--- src/rtl/pulse_pkg.sv ---
`default_nettype none
// ============================================================================
// Module : pulse_pkg
// Brief  : Shared types and elaboration helpers for the pulse stretcher.
// Rev    : 1.0 - initial release
// ============================================================================
package pulse_pkg;

  typedef enum logic [1:0] {
    ST_IDLE = 2'd0,
    ST_HIGH = 2'd1,
    ST_LOW  = 2'd2
  } state_t;

  // Down-counter must hold the larger of the two window lengths minus one.
  function automatic int cnt_width(input int high_cycles, input int low_cycles);
    int m;
    m = (high_cycles > low_cycles) ? high_cycles : low_cycles;
    return $clog2(m + 1);
  endfunction

  function automatic bit params_ok(input int high_cycles, input int low_cycles,
                                   input int pend_w);
    return (high_cycles >= 1) && (low_cycles >= 1) && (pend_w >= 1);
  endfunction

endpackage
`default_nettype wire

--- src/rtl/sat_counter.sv ---
`default_nettype none
// ============================================================================
// Module : sat_counter
// Brief  : Saturating up/down counter; inc at full is dropped and flagged.
// Rev    : 1.0 - initial release
// ============================================================================
module sat_counter #(
  parameter int W = 3
) (
  input  logic         clk,
  input  logic         async_nreset,
  input  logic         inc_i,
  input  logic         dec_i,
  output logic [W-1:0] count_o,
  output logic         zero_o,
  output logic         full_o,
  output logic         drop_o
);

  logic [W-1:0] count_q;
  logic [W-1:0] count_d;

  assign zero_o  = (count_q == '0);
  assign full_o  = (count_q == '1);
  assign count_o = count_q;
  // Simultaneous inc and dec cancel, so only a lone inc can overflow.
  assign drop_o  = inc_i && !dec_i && full_o;

  always_comb begin
    count_d = count_q;
    if (inc_i && !dec_i && !full_o) begin
      count_d = count_q + W'(1);
    end else if (dec_i && !inc_i && !zero_o) begin
      count_d = count_q - W'(1);
    end
  end

  always_ff @(posedge clk or negedge async_nreset) begin
    if (!async_nreset) begin
      count_q <= '0;
    end else begin
      count_q <= count_d;
    end
  end

endmodule
`default_nettype wire

--- src/rtl/pulse_stretcher.sv ---
`default_nettype none
// ============================================================================
// Module : pulse_stretcher
// Brief  : Turns strobes into fixed-width high pulses with a guaranteed low gap.
// Rev    : 1.0 - initial release
// ============================================================================
module pulse_stretcher
  import pulse_pkg::*;
#(
  parameter int HIGH_CYCLES = 4,
  parameter int LOW_CYCLES  = 2,
  parameter int PEND_W      = 3
) (
  input  logic clk,
  input  logic async_nreset,
  input  logic pulse_in,
  output logic out,
  output logic busy,
  output logic overflow
);

  localparam int CNT_W = cnt_width(HIGH_CYCLES, LOW_CYCLES);
  localparam logic [CNT_W-1:0] C_HIGH_LOAD = CNT_W'(HIGH_CYCLES - 1);
  localparam logic [CNT_W-1:0] C_LOW_LOAD  = CNT_W'(LOW_CYCLES - 1);

  generate
    if (!params_ok(HIGH_CYCLES, LOW_CYCLES, PEND_W)) begin : g_param_check
      $error("pulse_stretcher: HIGH_CYCLES, LOW_CYCLES and PEND_W must all be >= 1");
    end
  endgenerate

  state_t           state_q, state_d;
  logic [CNT_W-1:0] cnt_q, cnt_d;
  logic             overflow_q;

  logic              w_low_exit;
  logic              w_pend_inc;
  logic              w_pend_dec;
  logic              w_pend_zero;
  logic              w_pend_full;
  logic              w_pend_drop;
  logic [PEND_W-1:0] w_pend_count;
  logic              w_unused;

  assign w_low_exit = (state_q == ST_LOW) && (cnt_q == '0);

  // A strobe on the LOW exit cycle with nothing queued starts the next window
  // directly and never touches the pending counter.
  assign w_pend_inc = pulse_in && (state_q != ST_IDLE) && !(w_low_exit && w_pend_zero);
  assign w_pend_dec = w_low_exit && !w_pend_zero;

  sat_counter #(
    .W (PEND_W)
  ) u_pend (
    .clk          (clk),
    .async_nreset (async_nreset),
    .inc_i        (w_pend_inc),
    .dec_i        (w_pend_dec),
    .count_o      (w_pend_count),
    .zero_o       (w_pend_zero),
    .full_o       (w_pend_full),
    .drop_o       (w_pend_drop)
  );

  assign w_unused = ^{w_pend_count, w_pend_full};

  always_comb begin
    state_d = state_q;
    cnt_d   = cnt_q;
    case (state_q)
      ST_IDLE: begin
        if (pulse_in) begin
          state_d = ST_HIGH;
          cnt_d   = C_HIGH_LOAD;
        end
      end
      ST_HIGH: begin
        if (cnt_q == '0) begin
          state_d = ST_LOW;
          cnt_d   = C_LOW_LOAD;
        end else begin
          cnt_d = cnt_q - CNT_W'(1);
        end
      end
      ST_LOW: begin
        if (cnt_q == '0) begin
          if (pulse_in || !w_pend_zero) begin
            state_d = ST_HIGH;
            cnt_d   = C_HIGH_LOAD;
          end else begin
            state_d = ST_IDLE;
            cnt_d   = '0;
          end
        end else begin
          cnt_d = cnt_q - CNT_W'(1);
        end
      end
      default: begin
        state_d = ST_IDLE;
        cnt_d   = '0;
      end
    endcase
  end

  always_ff @(posedge clk or negedge async_nreset) begin
    if (!async_nreset) begin
      state_q    <= ST_IDLE;
      cnt_q      <= '0;
      overflow_q <= 1'b0;
    end else begin
      state_q    <= state_d;
      cnt_q      <= cnt_d;
      overflow_q <= w_pend_drop;
    end
  end

  assign out      = (state_q == ST_HIGH);
  assign busy     = (state_q != ST_IDLE);
  assign overflow = overflow_q;

endmodule
`default_nettype wire

--- config.mk ---
export PLATFORM = sky130hd
export DESIGN_NAME = pulse_stretcher
export DESIGN_NICKNAME = d
export VERILOG_FILES = /design/src/rtl/pulse_pkg.sv /design/src/rtl/sat_counter.sv /design/src/rtl/pulse_stretcher.sv
export SDC_FILE = /design/constraint.sdc
export NUM_CORES = 1
export LEC_CHECK = 0
export ABC_AREA = 1
export CORE_AREA = 5 5 42 44
export CTS_CLUSTER_SIZE = 25
export DETAILED_ROUTE_END_ITERATION = 10
export DIE_AREA = 0 0 47 49
export PLACE_DENSITY = 0.6
export SLEW_MARGIN = 20
export SYNTH_ARGS = -nofsm -noshare
export SYNTH_HDL_FRONTEND = slang
export SYNTH_SLANG_ARGS = --single-unit
--- constraint.sdc ---
create_clock -name clk -period 2.12 [get_ports clk]
set_input_delay 0.318 -clock clk [delete_from_list [all_inputs] [get_ports clk]]
set_output_delay 0.318 -clock clk [all_outputs]
set_load 0.05 [all_outputs]
# ---- Yosys cells after proc, flatten, opt, wreduce, memory -nomap -nowiden
# Cells that the tools add are included.
dict set report word_totals {
  output_inout_bits 3
  elab_cells 47
  in_bits 3
  reg_bits 9
}
dict set report op_classes {
  eq_ne 6
  n_reduce_logical 22
  addsub 3
  n_mux 12
}
# cell count
set op_table {}
lappend op_table {{$mux W3} 5}
lappend op_table {{$logic_and A1 B1 Y1} 10}
lappend op_table {{$pmux W3 S3} 1}
lappend op_table {{$mux W2} 4}
lappend op_table {{$logic_not A3 Y1} 2}
lappend op_table {{$pmux W2 S3} 1}
lappend op_table {{$sub A3 B1 Y3 const B} 2}
lappend op_table {{$logic_not A1 Y1} 5}
lappend op_table {{$ne A2 B1 Y1 const B} 2}
lappend op_table {{$reduce_bool A2 Y1} 2}
lappend op_table {{$add A3 B1 Y3 const B} 1}
lappend op_table {{$eq A3 B3 Y1 const B} 1}
lappend op_table {{$reduce_and A3 Y1} 1}
lappend op_table {{$eq A2 B1 Y1 const B} 1}
lappend op_table {{$eq A2 B2 Y1 const B} 1}
lappend op_table {{$logic_not A2 Y1} 1}
lappend op_table {{$ne A2 B2 Y1 const B} 1}
lappend op_table {{$logic_or A1 B1 Y1} 1}
lappend op_table {{$mux W1} 1}

# ---- Logic depth before layout (Yosys ltp)
# Gate-level depths: netlist of run 1.
dict set report depth {
  word_depth 10
  depth_mapped 12
  depth_no_buf 12
}

# ---- Modules after synthesis
# A second synthesis of run 1 with hierarchy kept.
dict set report unflattened {
  cells_unflattened 89
  area_unflattened_um2 638.1
}
# module seq_area_each_um2 n_inst area_per_inst_um2 cells_per_inst
set modules_own_cells {}
lappend modules_own_cells {pulse_stretcher 150.1 1 419.2 57}
lappend modules_own_cells {sat_counter 75.1 1 219.0 32}

# ---- Worst setup path before layout of run 1
# Ideal clock, no wire load.
dict set report synth_path {
  kind {register -> register}
  start {reg cnt_q[0]}
  end {reg u_pend.count_q[2], in the netlist u_pend.count_o[2]}
  arrival_time_ps 1528
  path_stages_with_launch 12
  required_ps 2003
  path_buffers 0
  period_less_slack_ps 1644
  path_slack_ps 476
  setup_time_ps 117
  cell_sequence {dfrtp_1 -> inv_1 -> ha_1 -> inv_1 -> nor2_4 -> nand2_1 -> nand3_2 -> fa_1 -> nand4_1 -> nand2_1 -> nand2_1 -> nand2_1}
}
dict set report synth_between {
  elab_chain_len 9
  elab_cells_between_ends 14
  cone_classes {mux (1); reduce/logical (13)}
}
# item line
set synth_rtl {}
lappend synth_rtl {{from (decl)} pulse_stretcher.sv:33} ;# logic [CNT_W-1:0] cnt_q, cnt_d;
lappend synth_rtl {{from (signal assigned)} pulse_stretcher.sv:112} ;# cnt_q <= cnt_d;
lappend synth_rtl {{$logic_not A3 Y1 (*)} pulse_stretcher.sv:45} ;# assign w_low_exit = (state_q == ST_LOW) && (cnt_q == '0);
lappend synth_rtl {{$logic_and A1 B1 Y1 (*)} pulse_stretcher.sv:45}
lappend synth_rtl {{$logic_and A1 B1 Y1} pulse_stretcher.sv:49} ;# assign w_pend_inc = pulse_in && (state_q != ST_IDLE) && !(w_low_exit && w_pend_zero);
lappend synth_rtl {{$logic_not A1 Y1} pulse_stretcher.sv:49}
lappend synth_rtl {{$logic_and A1 B1 Y1} pulse_stretcher.sv:49}
lappend synth_rtl {{$logic_not A1 Y1} sat_counter.sv:33} ;# end else if (dec_i && !inc_i && !zero_o) begin
lappend synth_rtl {{$logic_and A1 B1 Y1 (2 in series)} sat_counter.sv:33}
lappend synth_rtl {{$reduce_bool A2 Y1 (no source line)} -}
lappend synth_rtl {{to (signal assigned)} sat_counter.sv:42} ;# count_q <= count_d;
lappend synth_rtl {{to (decl)} sat_counter.sv:20} ;# logic [W-1:0] count_q;
# Mark *: on every way between the ends. The rest lies on a longest branch, timed or not.
# A chain may end at the register's enable or synchronous reset.

# ---- Final worst setup path of run 1
dict set report layout_path {
  start {reg cnt_q[0]}
  end {reg u_pend.count_q[1], in the netlist u_pend.count_o[1]}
}
dict set report layout_between {
  elab_cells_between_ends 14
  cone_classes {mux (1); reduce/logical (13)}
}
# item line
set layout_rtl {}
lappend layout_rtl {{$logic_not A3 Y1 (*)} pulse_stretcher.sv:45}
lappend layout_rtl {{$logic_and A1 B1 Y1 (*)} pulse_stretcher.sv:45}
lappend layout_rtl {{$logic_and A1 B1 Y1} pulse_stretcher.sv:49}
lappend layout_rtl {{$logic_not A1 Y1} pulse_stretcher.sv:49}
lappend layout_rtl {{$logic_and A1 B1 Y1} pulse_stretcher.sv:49}
lappend layout_rtl {{$logic_and A1 B1 Y1 (*) (2 in series)} sat_counter.sv:31} ;# if (inc_i && !dec_i && !full_o) begin
lappend layout_rtl {{$mux W3 (*)} sat_counter.sv:31}
lappend layout_rtl {{named net u_pend.count_d[1]} sat_counter.sv:21} ;# logic [W-1:0] count_d;
# The timed path passes the listed nets; every way through them passes the cells marked *.

==> impl_metrics.csv, run 1 <==
group,metric,value,unit
outcome,outcome,"completed",
final_layout,syn_to_final_growth,16.56,%
clock_tree,cts_tree,"built",
drt,avgRoutedWirePerCell,11.05,um
final_layout,diodes,0,
critical_path,arrival,1.95,ns
drt,postRouteAntennaNets,0,
final_layout,final_cell_mix,"inv_1, nand2_1, dfrtp_1, nand3_1, o21ai_0",
sta,fin_crit_sh,84.40,%
die,rows,14,
yosys,ys_warn_count,0,
global_routing,grt_max_degree,10,
drt,viasPerCell,4.750,
yosys,netlist_area,581.8,um^2
flow_run,drv_cap,0,
sta,final.setup.tns,0,ns
power,p_clk_share,13.8,%
yosys,yosys_register_bits,9,
clock_tree,worstSkewPairLatency,0.27,ns
critical_path,cp-start-kind,"register",
drt,drt_iter0_drc,8,
clock_tree,cts_inserted_buffers,3,
critical_path,end_kind,"register",
sta,slew_violations,0,
sta,hold_viol_final,0,
global_routing,antenna_found_initial,0,
yosys,ys_types,20,
critical_path,worstSetupPathType,"reg -> reg",
die,fp.dieW,47,um
power,p_comb_share,55.0,%
global_routing,grt_overflow_total,0,
power,vdd_drop_max,0.0005556,V
power,p_per_area,1521,nW/um^2
hold_path,hp-class,"in -> async",
final_layout,final_nets,87,
sta,worst_pin_slew,0.5007,ns
critical_path,crit_fanout,8,
yosys,synth_nets,77,
drt,post-route-drc-count,0,
sta,setup_violations,0,
placement,hpwl,807.1,um
power,finalPower,1.031,mW
final_layout,drive_above_1_share,17.50,%
drt,wl,1061,um
sta,grt_setup_unrepaired,"false",
yosys,netlist_instances,71,
global_routing,grt_use_total,11.57,%
sta,finClkSkew,0.002080,ns
clock_tree,clk_pin_slew,0.07,ns
placement,port-buffer-count,5,
sta,hold_ws,0.3430,ns
sta,slew_headroom,66.57,%
global_routing,grt_pass1_wl,1794,um
critical_path,critPathRequiredTime,2.28,ns
clock_tree,cts_max_level,1,
clock_tree,clock_sink_count,9,
sta,max_freq,558.9,MHz
die,start_util,41.52,%
die,die_h,49,um
yosys,synth_area_per_cell,8.194,um^2
power,intPower,0.5301,mW
drt,vias,456,
die,ios,6,
clock_tree,max-clock-path-buffers,2,
drt,dr.pass1.iters,4,
sta,layout_min_cycle_time,1.789,ns
placement,gp_congestion,0.7664,
power,leakage,0.3340,nW
global_routing,grt_pass1_vias,428,
die,dieArea,2303,um^2
power,power.switching,0.5013,mW
yosys,seq_area_frac_synth,38.71,%
clock_tree,ctsRootBufferMaster,"clkbuf_4",
die,core_area,1401,um^2
power,seqPwrFrac,31.2,%
power,power.share.switching,48.61,%
clock_tree,post_cts_buffers,0,
-- cell type report --
type / instances / area, um^2
clock buffers: 4 / 26.28
fillers: 150 / 723.2
inverters: 14 / 52.55
multi-input cells: 48 / 304.0
flip-flops and latches: 9 / 225.2
well taps: 16 / 20.02
repair buffers: 5 / 50.05
-- what timing repair did --
action	CTS	global route
hold buffers	0	0
resized for setup	0	1
endpoints found under the setup margin	0	1
-- synth_stat cells --
cell type,n,area (um^2)
fa_1,1,20.02
o21ai_2,1,8.760
nand3_2,1,10.01
xor2_1,1,8.760
o21a_4,1,15.01
ha_1,2,25.02
inv_2,1,3.750
dfrtp_1,9,225.2
nor2_1,4,15.01
a21oi_1,1,5.000
o31ai_1,1,7.510
nand3_1,7,35.03
nand2_1,13,48.80
inv_1,13,48.80
nor2_4,3,33.78
o21ai_0,7,35.03
nand4_1,1,6.260
nor2_2,2,12.51
nor3b_2,1,12.51
o21ai_1,1,5.000
-- path summary, 6_finish.rpt --
| check | startpoint | endpoint | slack [ns] | cells after the start |
|---|---|---|---|---|
| worst max-delay path | cnt_q[0]$_DFFE_PN0P_ | u_pend.count_o[1]$_DFFE_PN0P_ | 0.33 | 9 |
| max in group asynchronous | async_nreset | cnt_q[2]$_DFFE_PN0P_ | 1.49 | 1 |
| worst min-delay path | async_nreset | overflow$_DFF_PN0_ | 0.34 | 1 |
| worst min register to register | cnt_q[0]$_DFFE_PN0P_ | cnt_q[0]$_DFFE_PN0P_ | 0.50 | 2 |
| min in group clk | cnt_q[0]$_DFFE_PN0P_ | cnt_q[0]$_DFFE_PN0P_ | 0.50 | 2 |
| worst max register to register | cnt_q[0]$_DFFE_PN0P_ | u_pend.count_o[1]$_DFFE_PN0P_ | 0.33 | 9 |
-- per-stage QoR --
step | cell area [um^2] | util, % | instances | setup WS (ns)
after floorplan | 581.8 | - | 71 | 0.4757
after global placement | 649.4 | 46.34 | 92 | 0.1053
after detailed placement | 649.4 | 46.34 | 92 | 0.07478
after CTS | 675.6 | 48.21 | 96 | 0.05575
after global routing | 678.2 | 48.39 | 96 | 0.1571
final | 678.2 | 48.39 | 96 | 0.3307
-- routing by layer --
metal / GRT usage [%] / part of all wire [%] / vias up
met5: 0 / 0 / -
met4: 11.06 / 4.3 / 0
met3: 4.428 / 5.1 / 5
met2: 14.03 / 41 / 8
met1: 14.64 / 49 / 200
li1: - / - / 243
-- power groups by stage --
stage | sequential (mW) | clock [mW] | combinational, mW
finish | 0.322 | 0.142 | 0.567
global route | 0.331 | 0.160 | 0.641
CTS | 0.322 | 0.148 | 0.575
detailed placement | 0.325 | 0 | 0.567
global placement | 0.322 | 0 | 0.561
floorplan | 0.316 | 0 | 0.443
-- kinds of logic after synthesis --
logic type                 Yosys count  synth area share [%]
AOI/OAI and AO/OA                   12                 13.12
buffers and inverters               14                 9.032
adders and majority gates            3                 7.741
DFF                                  9                 38.71
xor gates and xnor gates             1                 1.506
and+or+nand+nor                     32                 29.89
-- worst max-delay path, stage by stage (launching register included) --
cell     delay [ns]
dfrtp_1        0.38
inv_1          0.10
ha_1           0.15
inv_1          0.06
nor2_4         0.17
nand2_1        0.13
nand3_2        0.12
fa_1           0.43
nand2_1        0.08
o21ai_1        0.06
-- sequential cells by signal, indices dropped and copies added, names as in the netlist --
register	cells
cnt_q	3
overflow	1
state_q	2
u_pend.count_o	3
(Power assumes the default switching activity.)
==> inputs of run 2 (changes only) <==
PLACE_DENSITY = 0.62   (was 0.6)
clock period = 1.6 ns   (was 2.12 ns; I/O delays follow)
==> impl_metrics.csv, run 2 (synthesized netlist as in run 1, its figures left out) <==
group,metric,value,unit
power,leakage,0.3754,nW
clock_tree,clk_pin_slew,0.07,ns
critical_path,end_kind,"register",
sta,hold_viol_final,0,
final_layout,syn_to_final_growth,35.70,%
power,p_clk_share,11.4,%
final_layout,final-instance-count-excl-fill,104,
sta,fin_crit_sh,100.8,%
sta,worst_pin_slew,0.4282,ns
final_layout,design_area,789.5,um^2
global_routing,gr-usage-met2,14.25,%
sta,max_freq,619.9,MHz
final_layout,drive_above_1_share,36.36,%
placement,placed_cell_area,739.5,um^2
clock_tree,ctsRootBufferMaster,"clkbuf_4",
power,intPower,0.8659,mW
outcome,outcome,"finished, violations left",
critical_path,rr_worst_depth,11,
critical_path,worstSetupPathType,"reg -> reg",
clock_tree,worstSkewPairLatency,0.26,ns
clock_tree,max-clock-path-buffers,2,
placement,gp_congestion,0.7490,
sta,slew_headroom,71.36,%
die,fp.dieW,47,um
drt,wl,1096,um
critical_path,r2r-start,"cnt_q[0]$_DFFE_PN0P_",
power,p_per_area,2023,nW/um^2
clock_tree,ctsHoldBuffers,0,
critical_path,cp-start-kind,"register",
critical_path,critPathRequiredTime,1.75,ns
global_routing,grt_pass1_vias,447,
drt,dr.pass1.iters,4,
final_layout,final_nets,95,
die,die_h,49,um
sta,slew_violations,0,
drt,vias,483,
power,p_comb_share,62.3,%
outcome,violations,"negative setup slack",
hold_path,hp-class,"in -> async",
placement,dp_cells,99,
drt,drt_iter0_drc,8,
final_layout,diodes,0,
clock_tree,cts_tree,"built",
critical_path,arrival,1.77,ns
global_routing,met1_usage,16.67,%
drt,post-route-drc-count,0,
critical_path,r2r_end,"u_pend.count_o[2]$_DFFE_PN0P_",
clock_tree,clock_sink_count,9,
final_layout,final_cell_mix,"nand2_1, inv_1, dfrtp_1, buf_4, o21ai_0",
drt,avgRoutedWirePerCell,10.54,um
critical_path,crit_fanout,2,
global_routing,grt_overflow_total,0,
clock_tree,cts_max_level,1,
sta,finClkSkew,0.004312,ns
global_routing,grt_max_degree,10,
sta,setup_violations,1,
sta,setup_ws,-0.01329,ns
power,power.share.switching,45.77,%
power,seqPwrFrac,26.3,%
critical_path,r2r_slack,-0.01,ns
drt,viasPerCell,4.644,
placement,port-buffer-count,5,
power,power.switching,0.7309,mW
die,core_area,1401,um^2
die,rows,14,
die,ios,6,
sta,layout_min_cycle_time,1.613,ns
sta,grt_setup_unrepaired,"true",
die,start_util,41.52,%
power,vdd_drop_max,0.001216,V
global_routing,antenna_found_initial,0,
global_routing,grt_use_total,11.00,%
global_routing,use_met3,2.214,%
drt,postRouteAntennaNets,0,
die,dieArea,2303,um^2
final_layout,n_fill_cell,133,
final_layout,layout_commonest_cell,"nand2_1",
global_routing,grt_pass1_wl,1863,um
global_routing,grt.busiest_layer,"met1",
clock_tree,cts_inserted_buffers,3,
flow_run,drv_cap,0,
placement,hpwl,835.5,um
## run 2: routing by layer
layer  share of wire, %  vias to the layer above  wire length [um]
li1                   -                      259                 -
met4               0.73                        0                 8
met3                4.1                        2                45
met1                 52                      217               567
met5                  0                        -                 0
met2                 43                        5               475
## run 2: cell type report
class	instances	area [um^2]	area share (%)
multi-input cells	48	337.8	42.79
flip-flops and latches	9	225.2	28.53
inverters	14	52.55	6.656
repair buffers	13	127.6	16.16
clock buffers	4	26.28	3.328
well taps	16	20.02	2.536
## run 2: how the worst max path moves through the flow
| stage | start | end | slack [ns] |
|---|---|---|---|
| floorplan | cnt_q[1]$_DFFE_PN0P_ | u_pend.count_o[1]$_DFFE_PN0P_ | 0.0008 |
| global placement | pulse_in | u_pend.count_o[2]$_DFFE_PN0P_ | -0.21 |
| global route | cnt_q[1]$_DFFE_PN0P_ | u_pend.count_o[2]$_DFFE_PN0P_ | -0.13 |
| detailed placement | pulse_in | u_pend.count_o[2]$_DFFE_PN0P_ | -0.21 |
| CTS | cnt_q[0]$_DFFE_PN0P_ | u_pend.count_o[2]$_DFFE_PN0P_ | -0.03 |
| finish | cnt_q[0]$_DFFE_PN0P_ | u_pend.count_o[2]$_DFFE_PN0P_ | -0.01 |
## run 2: critical path: stages (launching register included)
cell     delay (ns)
dfrtp_1        0.37
inv_2          0.06
ha_4           0.15
inv_2          0.06
nor2_4         0.04
nand2_2        0.09
nand3_4        0.08
fa_2           0.38
inv_1          0.07
nand3_2        0.08
nand3_1        0.08
nand2_1        0.05
## run 2: what timing repair did
action / in CTS / in global routing
resized for setup: 1 / 2
buffers inserted: 1 / 0
hold endpoints to repair: 0 / 0
endpoints found under the setup margin: 2 / 2
## run 2: through the flow
stage	utilization, %	hold slack (ns)	setup WS [ns]	power [mW]	TNS [ns]
2_1_floorplan	-	-0.05559	0.0007784	1.047	0
3_3_place_gp	52.77	0.4957	-0.2098	1.353	-0.3786
3_5_place_dp	52.77	0.5065	-0.2065	1.377	-0.3832
4_1_cts	55.54	0.2902	-0.03101	1.589	-0.03101
5_1_grt	56.34	0.3122	-0.1328	1.750	-0.1849
6_report	56.34	0.2775	-0.01329	1.597	-0.01329
## run 2: power by group through the flow
stage	Clock, mW	Sequential, mW	Combinational, mW
2_1_floorplan	0	0.424	0.623
3_3_place_gp	0	0.415	0.938
3_5_place_dp	0	0.422	0.955
4_1_cts	0.191	0.418	0.980
5_1_grt	0.204	0.432	1.11
6_report	0.183	0.420	0.995
